## src/rtl/serial_adder.sv

```systemverilog
`default_nettype none
//==============================================================================
// Module      : serial_adder
// Description : Bit-serial unsigned adder, one bit per clock, LSB first,
//               producing a WIDTH+1 bit result with a one-cycle done pulse.
// Revision    : 1.0 - initial release
//==============================================================================
module serial_adder #(
   parameter int WIDTH = 8
) (
   input  logic             clk,
   input  logic             rst,
   input  logic             start,
   input  logic [WIDTH-1:0] a,
   input  logic [WIDTH-1:0] b,
   output logic             busy,
   output logic             done,
   output logic [WIDTH:0]   sum
);

   localparam int                 c_cnt_w = $clog2(WIDTH);
   localparam logic [c_cnt_w-1:0] c_last  = c_cnt_w'(WIDTH - 1);

   typedef enum logic [1:0] {
      IDLE = 2'd0,
      RUN  = 2'd1,
      DONE = 2'd2
   } state_t;

   state_t             r_state;
   state_t             w_state_nxt;
   logic [WIDTH-1:0]   r_a;
   logic [WIDTH-1:0]   r_b;
   logic [WIDTH-1:0]   r_res;
   logic               r_carry;
   logic [c_cnt_w-1:0] r_cnt;
   logic [WIDTH:0]     r_sum;

   logic               w_ha1_s;
   logic               w_ha1_c;
   logic               w_ha2_c;
   logic               w_s;
   logic               w_c_next;
   logic               w_last;

   // Full adder as two cascaded half adders plus an OR of their carries
   assign w_ha1_s  = r_a[0] ^ r_b[0];
   assign w_ha1_c  = r_a[0] & r_b[0];
   assign w_s      = w_ha1_s ^ r_carry;
   assign w_ha2_c  = w_ha1_s & r_carry;
   assign w_c_next = w_ha1_c | w_ha2_c;

   assign w_last   = (r_cnt == c_last);

   always_ff @(posedge clk) begin
      if (rst) begin
         r_state <= IDLE;
      end else begin
         r_state <= w_state_nxt;
      end
   end

   always_comb begin
      w_state_nxt = r_state;
      case (r_state)
         IDLE:    if (start)  w_state_nxt = RUN;
         RUN:     if (w_last) w_state_nxt = DONE;
         DONE:    w_state_nxt = IDLE;
         default: w_state_nxt = IDLE;
      endcase
   end

   always_ff @(posedge clk) begin
      if (rst) begin
         r_a     <= '0;
         r_b     <= '0;
         r_res   <= '0;
         r_carry <= 1'b0;
         r_cnt   <= '0;
         r_sum   <= '0;
      end else begin
         case (r_state)
            IDLE: begin
               if (start) begin
                  r_a     <= a;
                  r_b     <= b;
                  r_res   <= '0;
                  r_carry <= 1'b0;
                  r_cnt   <= '0;
               end
            end
            RUN: begin
               r_a     <= {1'b0, r_a[WIDTH-1:1]};
               r_b     <= {1'b0, r_b[WIDTH-1:1]};
               r_res   <= {w_s, r_res[WIDTH-1:1]};
               r_carry <= w_c_next;
               r_cnt   <= r_cnt + 1'b1;
               // Last bit goes straight into sum alongside the final carry
               if (w_last) begin
                  r_sum <= {w_c_next, w_s, r_res[WIDTH-1:1]};
               end
            end
            default: begin
            end
         endcase
      end
   end

   assign busy = (r_state == RUN);
   assign done = (r_state == DONE);
   assign sum  = r_sum;

endmodule
`default_nettype wire

```

## config.mk

```make
export PLATFORM = sky130hd
export DESIGN_NAME = serial_adder
export DESIGN_NICKNAME = d
export VERILOG_FILES = /design/src/rtl/serial_adder.sv
export SDC_FILE = /design/constraint.sdc
export NUM_CORES = 1
export LEC_CHECK = 0
export BUFFER_PORTS_ARGS = -buffer_cell sky130_fd_sc_hd__buf_2
export CAP_MARGIN = 0
export CORE_MARGIN = 8
export CORE_UTILIZATION = 58
export DETAILED_ROUTE_END_ITERATION = 7
export PLACE_DENSITY = 0.83
export RECOVER_POWER = 25
export SKIP_LAST_GASP = 1
export SYNTH_ARGS = -nofsm -noshare
export SYNTH_HDL_FRONTEND = slang
export SYNTH_SLANG_ARGS = --single-unit
```

## constraint.sdc

```tcl
create_clock -name clk -period 1.95 [get_ports clk]
set_input_delay 0.0975 -clock clk [delete_from_list [all_inputs] [get_ports clk]]
set_output_delay 0.0975 -clock clk [all_outputs]
set_load 0.005 [all_outputs]
```

Yosys cells after proc, flatten, opt, wreduce, memory -nomap -nowiden. Index checks and enable logic that the tools add are counted.

Input bits: 19. Output and inout port bits: 11. Flip-flop bits (word level): 39. Logic and storage cells: 36.

Equality and inequality tests: 5. Bitwise operators: 5. Mux-type cells: 13. Reduce and logical (&&, ||, !) cells: 5. Add/subtract/negate cells: 1.

Operator list (count): case mux 8 bit (2 select lines) (3); 2-to-1 mux 8 bit (3); case mux 3 bit (2 select lines) (1); AND reduction 2 bit (3); 2-to-1 mux 2 bit (2); case mux 2 bit (2 select lines) (1); adder 3 x 1 -> 3 bit, second input constant (1); == test 3 bit, second input constant (1); 2-to-1 mux 3 bit (1); AND 1 bit (2); == test 2 x 1 -> 1 bit, second input constant (1); == test 2 bit, second input constant (1); zero test 2 bit (1); != test 2 x 1 -> 1 bit, second input constant (1); != test 2 bit, second input constant (1); case mux 1 bit (2 select lines) (1); nonzero test 2 bit (1); bitwise XOR 1 bit (2); 2-to-1 mux 1 bit (1); OR 1 bit (1).

Logic depth before layout (Yosys ltp).
Depth in word-level cells: 4. Gate-level depth with buffers: 6.

Least setup slack after synthesis. OpenSTA, ideal clock, no wires.

Kind: reg-to-reg. Start point: reg r_cnt[0]. End point: reg r_state[0]. Library setup time: 0.139 ns. Path buffers: 1. Cell stages (with the launch flop): 7. Setup slack: 0.685 ns. Arrival time: 1.126 ns. Clock period less this slack: 1.265 ns. Cell sequence: dfxtp_1 -> ha_1 -> ha_1 -> clkbuf_1 -> inv_1 -> mux2i_1 -> nor3_1.

Longest elaborated chain between the ends: 3.

RTL lines: from (decl) (RTL line 36) `logic [c_cnt_w-1:0] r_cnt;`; from (signal assigned) (RTL line 97) `r_cnt <= r_cnt + 1'b1;`; == test 3 bit (RTL line 53) `assign w_last = (r_cnt == c_last);`; != test 2 x 1 -> 1 bit (no source line); AND reduction 2 bit (no source line); to (signal assigned) (RTL line 59) `r_state <= w_state_nxt;`; to (decl) (RTL line 30) `state_t r_state;`.

No other way between the ends. A chain may end at the register's enable or synchronous reset.

Worst setup path in the final report.
Start point: reg r_state[1]. End point: out busy.

Longest elaborated chain between the ends: 1.

RTL lines: == test 2 x 1 -> 1 bit (RTL line 109) `assign busy = (r_state == RUN);`; to (decl) (RTL line 16) `output logic busy,`.

No other way between the ends.

==> impl_metrics.env <==
export IMPL_die_y_um=68.7
export IMPL_outcome="complete, no violations"
export IMPL_setup_viol=0
export IMPL_initialDrtViolationCount=96
export IMPL_min_path_type="input port to flip-flop"
export IMPL_fin_util_pct=67.3
export IMPL_fin_crit_sh_pct=89.4
export IMPL_grt_max_degree=39
export IMPL_netlist_instances=166
export IMPL_antenna_cells=0
export IMPL_grt_pass1_vias=1264
export IMPL_tns_ns=0
export IMPL_critPathMaxStageDelay_ns=0.45
export IMPL_numCtsBuffers=5
export IMPL_rsz0062_at_grt="no"
export IMPL_hold_violations=0
export IMPL_synth_area_per_cell_um2=9.69
export IMPL_antenna_found_initial=0
export IMPL_cap_violations=0
export IMPL_cts_htree_levels=2
export IMPL_peakVddDrop_mv=0.739
export IMPL_power_leakage_nw=0.731
export IMPL_grt_pass1_wl_um=5490
export IMPL_cts_buffer_depth=2
export IMPL_yosys_top_cells_area="dfxtp_1 (47%), a211oi_2 (9.3%), nor2_1 (7.7%)"
export IMPL_die_w_um=68.7
export IMPL_worstMarginPinSlew_ns=0.766
export IMPL_io_pins=30
export IMPL_place_ws_ns=0.500
export IMPL_cts_sinks=38
export IMPL_placed_cell_area_um2=1740
export IMPL_hold_ws_ns=0.0331
export IMPL_final_area_um2=1810
export IMPL_drcViolationCount=0
export IMPL_viasPerCell=5.61
export IMPL_initial_core_util_pct=59.9
export IMPL_ant_nets=0
export IMPL_cts_resized_gates=0
export IMPL_nNetsFinal=216
export IMPL_synth_fp_nets=188
export IMPL_yosysSeqAreaShare_pct=47.3
export IMPL_clkTransAtPathRegs_ns=0.11
export IMPL_max_slew_margin_pct=49.0
export IMPL_final_cell_mix="dfxtp_1 (38), nor2_1 (33), buf_2 (24)"
export IMPL_wl_per_cell_um=14.8
export IMPL_cts_setup_buffers=0
export IMPL_power_internal_mw=1.18
export IMPL_clk_latency_ns=0.34
export IMPL_fillers=221
export IMPL_place_congestion=0.783
export IMPL_yosysTopAreaCell="dfxtp_1"
export IMPL_clockPowerShare_pct=35.2
export IMPL_multi_input_area_um2=756
export IMPL_crit_path_end_kind="primary output"
export IMPL_startpoint_type="flip-flop"
export IMPL_tritoncts="yes"
export IMPL_arrival_ns=1.65
export IMPL_layout_drive_gt1_share_pct=24.7
export IMPL_totalPowerFinal_mw=1.55
export IMPL_synth_top_area_share_pct=47.3
export IMPL_io_buffers=29
export IMPL_seqPwrFrac_pct=53.9
export IMPL_path_cells="nand2b_2, inv_1, buf_2"
export IMPL_gr_total_overflow=0
export IMPL_slew_violations=0
export IMPL_crit_type="flip-flop to primary output"
export IMPL_critPathSlowestCell="inv_1"
export IMPL_die_area_um2=4720
export IMPL_combPwrFrac_pct=10.8
export IMPL_fp_coreArea_um2=2690
export IMPL_layout_setup_ws_ns=0.207
export IMPL_dp_hpwl_um=2390
export IMPL_synth_seq_cells=38
export IMPL_yosysWarnings=0
export IMPL_placed_cells=218
export IMPL_fmax_ghz=0.574
export IMPL_routed_wl_um=3330
export IMPL_powerDensity_nw_per_um2=856
export IMPL_final_common_cell="dfxtp_1"
export IMPL_cts_root_buffer="clkbuf_4"
export IMPL_syn_area_um2=1610
export IMPL_vias=1263
export IMPL_regArea_um2=761
export IMPL_critPathRequiredTime_ns=1.85
export IMPL_first_pass_iters=5
export IMPL_cts_hold_buffers=0
export IMPL_power_switching_mw=0.367
export IMPL_swShare_pct=23.7
export IMPL_finalCriticalPeriod_ns=1.74
export IMPL_rows=19
export IMPL_grtUsageTotal_pct=15.5
export IMPL_path_max_fanout=21
export IMPL_yosysUniqueCellTypes=24
export IMPL_finClkSkew_ns=0.00642
export IMPL_syn2layout_area_growth_pct=12.3
export IMPL_layout_cells_non_filler=225
power by group through the flow:
stage          registers (mW)  clock network, mW  logic (mW)
2_1_floorplan           0.843                  0       0.140
3_3_place_gp            0.849                  0       0.159
3_5_place_dp            0.852                  0       0.170
4_1_cts                 0.834              0.554       0.171
5_1_grt                 0.838              0.592       0.185
6_report                0.834              0.545       0.168
synthesized netlist by cell type, drive strengths merged:
cell,instances
nand3b,3
nor2,33
buf,8
or3b,1
nand2,9
ha,2
clkbuf,4
dfxtp,38
nor4,3
mux2i,12
a22oi,10
o21ba,1
o21bai,1
o21ai,2
nand3,9
nor3,1
fa,1
nand2b,1
nor2b,2
a21oi,11
a211oi,12
inv,2
layout make-up:
class | count | area share, %
inverter | 2 | 0.416
sequential | 38 | 42.1
multi-input combinational | 114 | 41.8
clock buffer | 6 | 2.84
timing repair buffer | 33 | 9.00
clock inverter | 1 | 1.66
tap | 31 | 2.15
layer usage:
metal	wire length (um)	part of all wire [%]	track usage (%)	vias to the layer above
met3	235	7.1	4.04	9
met1	1430	43	17.7	582
met4	74	2.2	7.67	0
met5	0	0	0	-
li1	-	-	-	638
met2	1600	48	26.2	34
flip-flops by register name (all words and copies together) (netlist names):
register	count
r_a	8
r_b	8
r_carry	1
r_cnt	3
r_res	7
r_state	2
sum	9
worst paths after layout:
kind	from	endpoint	slack, ns	cells after the start
max	r_state[1]	busy	0.21	3
min	a[7]	r_a[7]	0.03	3
max reg2reg	r_state[0]	r_b[4]	0.35	4
min reg2reg	sum[6]	sum[6]	0.46	2
logic make-up (layout without fill, tap and decap cells):
kind of cell	Yosys count	in the layout	synth area share [%]
AOI/OAI and AO/OA	37	37	19.4
adders and majority gates	3	3	2.80
buffers and inverters	14	42	5.75
DFF	38	38	47.3
muxes	12	12	7.47
and+or+nand+nor	62	62	17.3
critical path: cells and delay by family, from the launching register on:
kind                   cells  cell delay, ns
buffers and inverters      2            0.67
flip-flops                 1            0.39
AND/OR/NAND/NOR            1            0.24
Note: power is estimated with default switching activity, not from simulation.
